File: config.mk
export PLATFORM = sky130hd
export DESIGN_NAME = color_classifier
export DESIGN_NICKNAME = d
export VERILOG_FILES = /design/src/rtl/color_classifier.sv
export SDC_FILE = /design/constraint.sdc
export NUM_CORES = 1
export LEC_CHECK = 0
export CELL_PAD_IN_SITES_DETAIL_PLACEMENT = 0
export CELL_PAD_IN_SITES_GLOBAL_PLACEMENT = 1
export CORE_MARGIN = 2
export CORE_UTILIZATION = 40
export CTS_CLUSTER_DIAMETER = 50
export CTS_CLUSTER_SIZE = 14
export DETAILED_ROUTE_END_ITERATION = 12
export GPL_ROUTABILITY_DRIVEN = 0
export GPL_TIMING_DRIVEN = 0
export HOLD_SLACK_MARGIN = 0.15
export MAX_ROUTING_LAYER = met4
export PLACE_DENSITY_LB_ADDON = 0.05
export SYNTH_ARGS = -nofsm -noshare
export SYNTH_HDL_FRONTEND = slang
export SYNTH_SLANG_ARGS = --single-unit
File: constraint.sdc
create_clock -name clk -period 4.6 [get_ports clk]
set_input_delay 0.46 -clock clk [delete_from_list [all_inputs] [get_ports clk]]
set_output_delay 0.46 -clock clk [all_outputs]
set_load 0.005 [all_outputs]
File: src/rtl/color_classifier.sv
// Color classifier: averages 2^AVG_LOG2 normalized RGB/clear samples per window,
// then reports the strictly dominant channel (or NONE when dark or tied).
// Optional feature macro: CLASSIFY_DEBOUNCE_EN. When it is defined, the reported
// color only changes after STABLE_COUNT identical consecutive decisions.
module color_classifier #(
   parameter int WIDTH        = 16,
   parameter int AVG_LOG2     = 2,
   parameter int DARK_THRESH  = 1000,
   parameter int STABLE_COUNT = 3
) (
   input  logic             clk,
   input  logic             rst,
   input  logic             sample_valid,
   input  logic [WIDTH-1:0] red,
   input  logic [WIDTH-1:0] green,
   input  logic [WIDTH-1:0] blue,
   input  logic [WIDTH-1:0] clear,
   output logic [1:0]       color,
   output logic             color_valid,
   output logic             overrun
);

   localparam int AW = WIDTH + AVG_LOG2;
   localparam int CW = AVG_LOG2 + 1;
   localparam logic [CW-1:0]    LAST_CNT = CW'((1 << AVG_LOG2) - 1);
   localparam logic [WIDTH-1:0] DARK_W   = WIDTH'(DARK_THRESH);

   localparam logic [1:0] C_NONE  = 2'd0;
   localparam logic [1:0] C_RED   = 2'd1;
   localparam logic [1:0] C_GREEN = 2'd2;
   localparam logic [1:0] C_BLUE  = 2'd3;

   typedef enum logic [1:0] {ACCUM, COMPARE, DECIDE} state_t;

   state_t           state_q;
   logic [AW-1:0]    acc_r_q, acc_g_q, acc_b_q, acc_c_q;
   logic [CW-1:0]    cnt_q;
   logic [WIDTH-1:0] avg_r_q, avg_g_q, avg_b_q, avg_c_q;
   logic [1:0]       color_q;
   logic             valid_q;
   logic             overrun_q;
   logic [1:0]       dec_d;
   logic [1:0]       color_d;

   // Raw decision from the registered averages: dark or any tie for the max gives NONE.
   always_comb begin
      dec_d = C_NONE;
      if (avg_c_q >= DARK_W) begin
         if (avg_r_q > avg_g_q && avg_r_q > avg_b_q)
            dec_d = C_RED;
         else if (avg_g_q > avg_r_q && avg_g_q > avg_b_q)
            dec_d = C_GREEN;
         else if (avg_b_q > avg_r_q && avg_b_q > avg_g_q)
            dec_d = C_BLUE;
      end
   end

`ifdef CLASSIFY_DEBOUNCE_EN
   localparam int RW = $clog2(STABLE_COUNT + 1);
   localparam logic [RW-1:0] STABLE_W = RW'(STABLE_COUNT);

   logic [1:0]    cand_q;
   logic [RW-1:0] run_q;
   logic [RW-1:0] run_d;

   // Run length of the current candidate (saturating) and the debounced color it implies.
   always_comb begin
      run_d = RW'(1);
      if (dec_d == cand_q)
         run_d = (run_q >= STABLE_W) ? run_q : run_q + RW'(1);
      color_d = (run_d >= STABLE_W) ? dec_d : color_q;
   end

   // Candidate/run registers advance once per window, in the DECIDE step.
   always_ff @(posedge clk or posedge rst) begin
      if (rst) begin
         cand_q <= C_NONE;
         run_q  <= '0;
      end else if (state_q == DECIDE) begin
         cand_q <= dec_d;
         run_q  <= run_d;
      end
   end
`else
   // Without debounce every window's raw decision is reported directly.
   always_comb begin
      color_d = dec_d;
   end
`endif

   // Window FSM: accumulate N samples, latch averages, then publish the decision.
   // The averages take the top WIDTH bits of each accumulator, i.e. acc >> AVG_LOG2.
   always_ff @(posedge clk or posedge rst) begin
      if (rst) begin
         state_q   <= ACCUM;
         acc_r_q   <= '0;
         acc_g_q   <= '0;
         acc_b_q   <= '0;
         acc_c_q   <= '0;
         cnt_q     <= '0;
         avg_r_q   <= '0;
         avg_g_q   <= '0;
         avg_b_q   <= '0;
         avg_c_q   <= '0;
         color_q   <= C_NONE;
         valid_q   <= 1'b0;
         overrun_q <= 1'b0;
      end else begin
         valid_q   <= 1'b0;
         overrun_q <= 1'b0;
         case (state_q)
            ACCUM: begin
               if (sample_valid) begin
                  acc_r_q <= acc_r_q + AW'(red);
                  acc_g_q <= acc_g_q + AW'(green);
                  acc_b_q <= acc_b_q + AW'(blue);
                  acc_c_q <= acc_c_q + AW'(clear);
                  if (cnt_q == LAST_CNT) begin
                     cnt_q   <= '0;
                     state_q <= COMPARE;
                  end else begin
                     cnt_q <= cnt_q + CW'(1);
                  end
               end
            end
            COMPARE: begin
               avg_r_q   <= acc_r_q[AW-1:AVG_LOG2];
               avg_g_q   <= acc_g_q[AW-1:AVG_LOG2];
               avg_b_q   <= acc_b_q[AW-1:AVG_LOG2];
               avg_c_q   <= acc_c_q[AW-1:AVG_LOG2];
               overrun_q <= sample_valid;
               state_q   <= DECIDE;
            end
            DECIDE: begin
               color_q   <= color_d;
               valid_q   <= 1'b1;
               acc_r_q   <= '0;
               acc_g_q   <= '0;
               acc_b_q   <= '0;
               acc_c_q   <= '0;
               overrun_q <= sample_valid;
               state_q   <= ACCUM;
            end
            default: state_q <= ACCUM;
         endcase
      end
   end

   assign color       = color_q;
   assign color_valid = valid_q;
   assign overrun     = overrun_q;

endmodule

==> impl_results.rst <==
.. list-table::
   :header-rows: 1

   * - Metric
     - Value
   * - Power consumption
     - about 8.4 mW
   * - Net Sw Power
     - roughly 3.7 mW
   * - Instance count along the most critical hold path
     - 2
   * - Post-synth top area cell
     - sky130_fd_sc_hd__dfrtp_1
   * - Result of the run
     - completed
   * - R2r worst-path depth
     - 8
   * - Finished Cell Area
     - ~0.011 mm2
   * - Netlist cell types
     - 71
   * - Post-route clock skew
     - around 0.014 ns
   * - Total internal power
     - 4.716 mW
   * - Antenna Cells
     - 0
   * - Final hold viol count
     - 0
   * - Fraction of power spent switching nets
     - 44.15%
   * - Avg Vias per Cell
     - approximately 5.4
   * - Count of max-cap constraint violations
     - 0
   * - Startpoint Class
     - primary input
   * - Worst Path Buf+Inv
     - 2
   * - Io pins
     - 71
   * - Drt total wl
     - between 20000 and 30000 um
   * - Final design utilization
     - about half
   * - Ratio of cells with drive above 1 in the final layout
     - under 10%
   * - Cts repair resizes
     - 0
   * - R2R Setup Slk
     - 1.56 ns
   * - Hold path start
     - sample_valid
   * - Setup slack after placement
     - 1.171 ns
   * - Sequence of cells on the critical path
     - clkdlybuf4s50_1 -> ha_1 -> inv_1 -> fa_1 -> nor2b_1 -> o21a_1 -> o21ai_0 -> a211oi_1 -> o31ai_1 -> mux2i_1 -> o311ai_0
   * - Share of the synthesized area in the top cell type
     - approximately 37%
   * - Maximum level of the CTS H-tree
     - 4
   * - Slowest cell on the critical path
     - sky130_fd_sc_hd__a211oi_1
   * - # setup viols final
     - 0
   * - Power share of the clock group
     - 17.3%
   * - Final critical-path share of the clock period
     - about two thirds
   * - Die Y-Extent
     - approximately 160 um
   * - Total power per unit cell area
     - approximately 750 mW/mm2
   * - Clock latency on the worst-skew pair
     - between 0.4 and 0.5 ns
   * - RSZ-0062 raised after global routing
     - false
   * - Slew headroom
     - about 20%
   * - Cts bufs inserted
     - 17
   * - Syn Area/Cell
     - about 9.4 um2
   * - Class of the most critical hold timing path
     - primary input to flop
   * - Net count after synthesis
     - between 1000 and 1500
   * - Final sum of negative setup slack
     - 0 ns
   * - Area taken by flip-flops and latches
     - around 0.0036 mm2
   * - Detailed Place HPWL
     - between 20000 and 25000 um
   * - Iteration-0 DRC Markers
     - 380
   * - Area growth, synth to finish
     - 18.19%
   * - Number of hold-repair buffers added at the cts stage
     - 0
   * - Cell Rows
     - 56
   * - GRT Resource Usage Total
     - approximately 23%
   * - Cell family with the largest share of critical-path delay
     - compound AO/OA/AOI/OAI gates
   * - Core area
     - around 0.023 mm2
   * - Full die area
     - roughly 0.025 mm2
   * - Largest net degree at the start of global routing
     - 76
   * - Synthesized cell area
     - around 0.0095 mm2
   * - Endpoint kind of the worst setup timing path
     - flop
   * - Final routed DRC violation total
     - 0
   * - Fin Hold WS
     - around 0.37 ns
   * - Area after DPL
     - between 0.01 and 0.015 mm2
   * - Buffer cell driving the clock tree root
     - sky130_fd_sc_hd__clkbuf_16
   * - Number of I/O port buffers
     - 69
   * - Final standard cell count with taps included and fillers excluded
     - 1431
   * - Crit path largest cell delay
     - between 0.6 and 0.7 ns
   * - Post-synth EDFFs
     - 0
   * - Post-synthesis sequential area ratio
     - between 30% and 40%
   * - Transition time at the pin with the least slew margin
     - around 1.2 ns
   * - Layout filler cell count
     - between 2000 and 2500
   * - Average wire per cell in the routed design
     - 18.49 um
   * - Antenna viol nets, final
     - 0
   * - Arrival time at the worst endpoint
     - around 3.3 ns
   * - Clock transition at path regs
     - around 0.070 ns
   * - Via count of the first global-routing pass
     - around 7500
   * - Detailed-route via count
     - approximately 7700
   * - Num Clock Sinks
     - 142
   * - Ranking of synthesized cells by area
     - sky130_fd_sc_hd__dfrtp_1 37%, sky130_fd_sc_hd__ha_1 15%, sky130_fd_sc_hd__o21ai_0 5.9%, sky130_fd_sc_hd__nand2_1 4.2%, sky130_fd_sc_hd__mux2_2 3.5%
   * - Clock tree from TritonCTS
     - done
   * - Number of placed instances, taps included
     - between 1000 and 1500
   * - Number of optimization iterations in the first detailed-route pass
     - 5
   * - Maximum operating frequency
     - 327.2 MHz
   * - Critical register-to-register path endpoint
     - acc_c_q[9]
   * - Final-stage net count
     - about 1300
   * - Number of pins exceeding their max-slew limit in the final report
     - 0
   * - Starting utilization of the core area
     - approximately 40%
   * - Startpoint of the most critical register-to-register path
     - state_q[0]
   * - Synthesized flop and latch total
     - roughly 140
   * - Wire length of the first global-routing pass
     - ~42000 um
   * - Number of cells produced by synthesis
     - 1010
   * - Relative contribution of sequential cells to total power
     - between 20 and 30%
   * - Class of the most critical setup path
     - primary input to flop
   * - End point of the worst hold path
     - cnt_q[2]
   * - Most common flop cell mapped by yosys
     - sky130_fd_sc_hd__dfrtp_1
   * - Leakage
     - a little over 5 nW
   * - Total global routing overflow
     - 0
   * - Ys async rst share
     - between 90% and 100%
   * - Antenna violations before repair
     - 0
   * - Count of buffers added by post-CTS timing repair for setup
     - 0
   * - Worst endpoint required time
     - 4.88 ns
   * - Gate power share
     - a little under three fifths
   * - VDD IR max
     - approximately 0.00025 V
   * - Synthesis Warnings
     - 0
   * - Time the final worst path needs with I/O delays and setup
     - 3.056 ns
   * - CTS Buffer Depth
     - 2
   * - Minimum setup slack in the final design
     - between 1.5 and 2 ns
   * - Critical path fanouts, max
     - 5
   * - Area taken by multi-input logic gates
     - 0.005599 mm2
   * - Die Span X
     - 158.3 um
## cell families after synthesis
kind of cell | count (synthesis) | synth area share (%)
DFF | 142 | 37.29
AOI/OAI and AO/OA | 336 | 23.23
adders and majority gates | 121 | 16.20
buffers and inverters | 100 | 3.952
muxes | 37 | 4.280
and+or+nand+nor | 241 | 12.01
xor gates and xnor gates | 33 | 3.033
## flip-flops by register name (all words and copies together) (netlist names)
| name | cells |
|---|---|
| acc_b_q | 18 |
| acc_c_q | 18 |
| acc_g_q | 18 |
| acc_r_q | 18 |
| avg_b_q | 16 |
| avg_g_q | 16 |
| avg_r_q | 16 |
| avg_c_q | 13 |
| cnt_q | 3 |
| color | 2 |
| state_q | 2 |
| color_valid | 1 |
| overrun | 1 |
## worst max-delay path by stage
stage,slack (ns),to,cells past startpoint,startpoint
finish,1.54,acc_c_q[16],11,clear[0]
global route,1.32,acc_c_q[16],11,clear[0]
CTS,1.51,acc_c_q[9],8,state_q[0]
detailed placement,1.17,acc_c_q[16],11,clear[0]
global placement,-2.10,acc_b_q[1],2,rst
floorplan,0.33,acc_b_q[0],1,rst
## layer usage
| layer | wire length, um | vias up | track usage, % | share of wire, % |
|---|---|---|---|---|
| li1 | - | 3886 | - | - |
| met1 | 13100 | 3726 | 31.22 | 50 |
| met2 | 12490 | 115 | 36.42 | 47 |
| met3 | 719 | 12 | 3.266 | 2.7 |
| met4 | 148 | 0 | 3.818 | 0.56 |
| met5 | 0 | - | - | 0 |
## synthesized netlist by cell type, drive strengths merged (8+ instances only)
master and instances:
a31oi 8, o31ai 9, o21a 21, xnor2 12, nand3 13, nand4 10, mux2 30, o21ai 115
xor2 21, nor2b 15, a21oi 54, a21o 40, nor2 36, a211oi 13, dfrtp 142, clkbuf 26
nand2 106, ha 117, inv 69, nand2b 11, nor3 17
## layout by cell type (no fill, tap or decap), types with 15 or more instances in the layout
cell	Yosys	routed
sky130_fd_sc_hd__nand2_1	106	106
sky130_fd_sc_hd__clkbuf_16	0	17
sky130_fd_sc_hd__xor2_1	21	21
sky130_fd_sc_hd__dfrtp_1	142	142
sky130_fd_sc_hd__o21ai_0	113	113
sky130_fd_sc_hd__clkbuf_1	26	26
sky130_fd_sc_hd__a21oi_1	54	54
sky130_fd_sc_hd__nor2_1	36	36
sky130_fd_sc_hd__nor2b_1	15	15
sky130_fd_sc_hd__inv_1	69	68
sky130_fd_sc_hd__ha_1	117	117
sky130_fd_sc_hd__clkdlybuf4s50_1	0	69
sky130_fd_sc_hd__o21a_1	21	21
sky130_fd_sc_hd__a21o_1	40	40
sky130_fd_sc_hd__nor3_1	17	17
sky130_fd_sc_hd__mux2_2	30	30
## final cells by class
class | instances | share of cell area [%]
clock inverters | 15 | 1.644
repair buffers | 70 | 6.377
plain buffers | 31 | 1.044
clock buffers | 17 | 3.777
well taps | 319 | 3.544
flip-flops and latches | 142 | 31.55
multi-input cells | 768 | 49.72
inverters | 69 | 2.344
## power groups by stage
stage	sequential, mW	combinational, mW	clock [mW]
2_1_floorplan	2.14	3.52	0
3_3_place_gp	2.35	4.62	0
3_5_place_dp	2.36	4.66	0
4_1_cts	2.34	4.69	1.49
5_1_grt	2.41	5.30	1.54
6_report	2.34	4.65	1.46
Note: power is estimated with default switching activity, not from simulation.
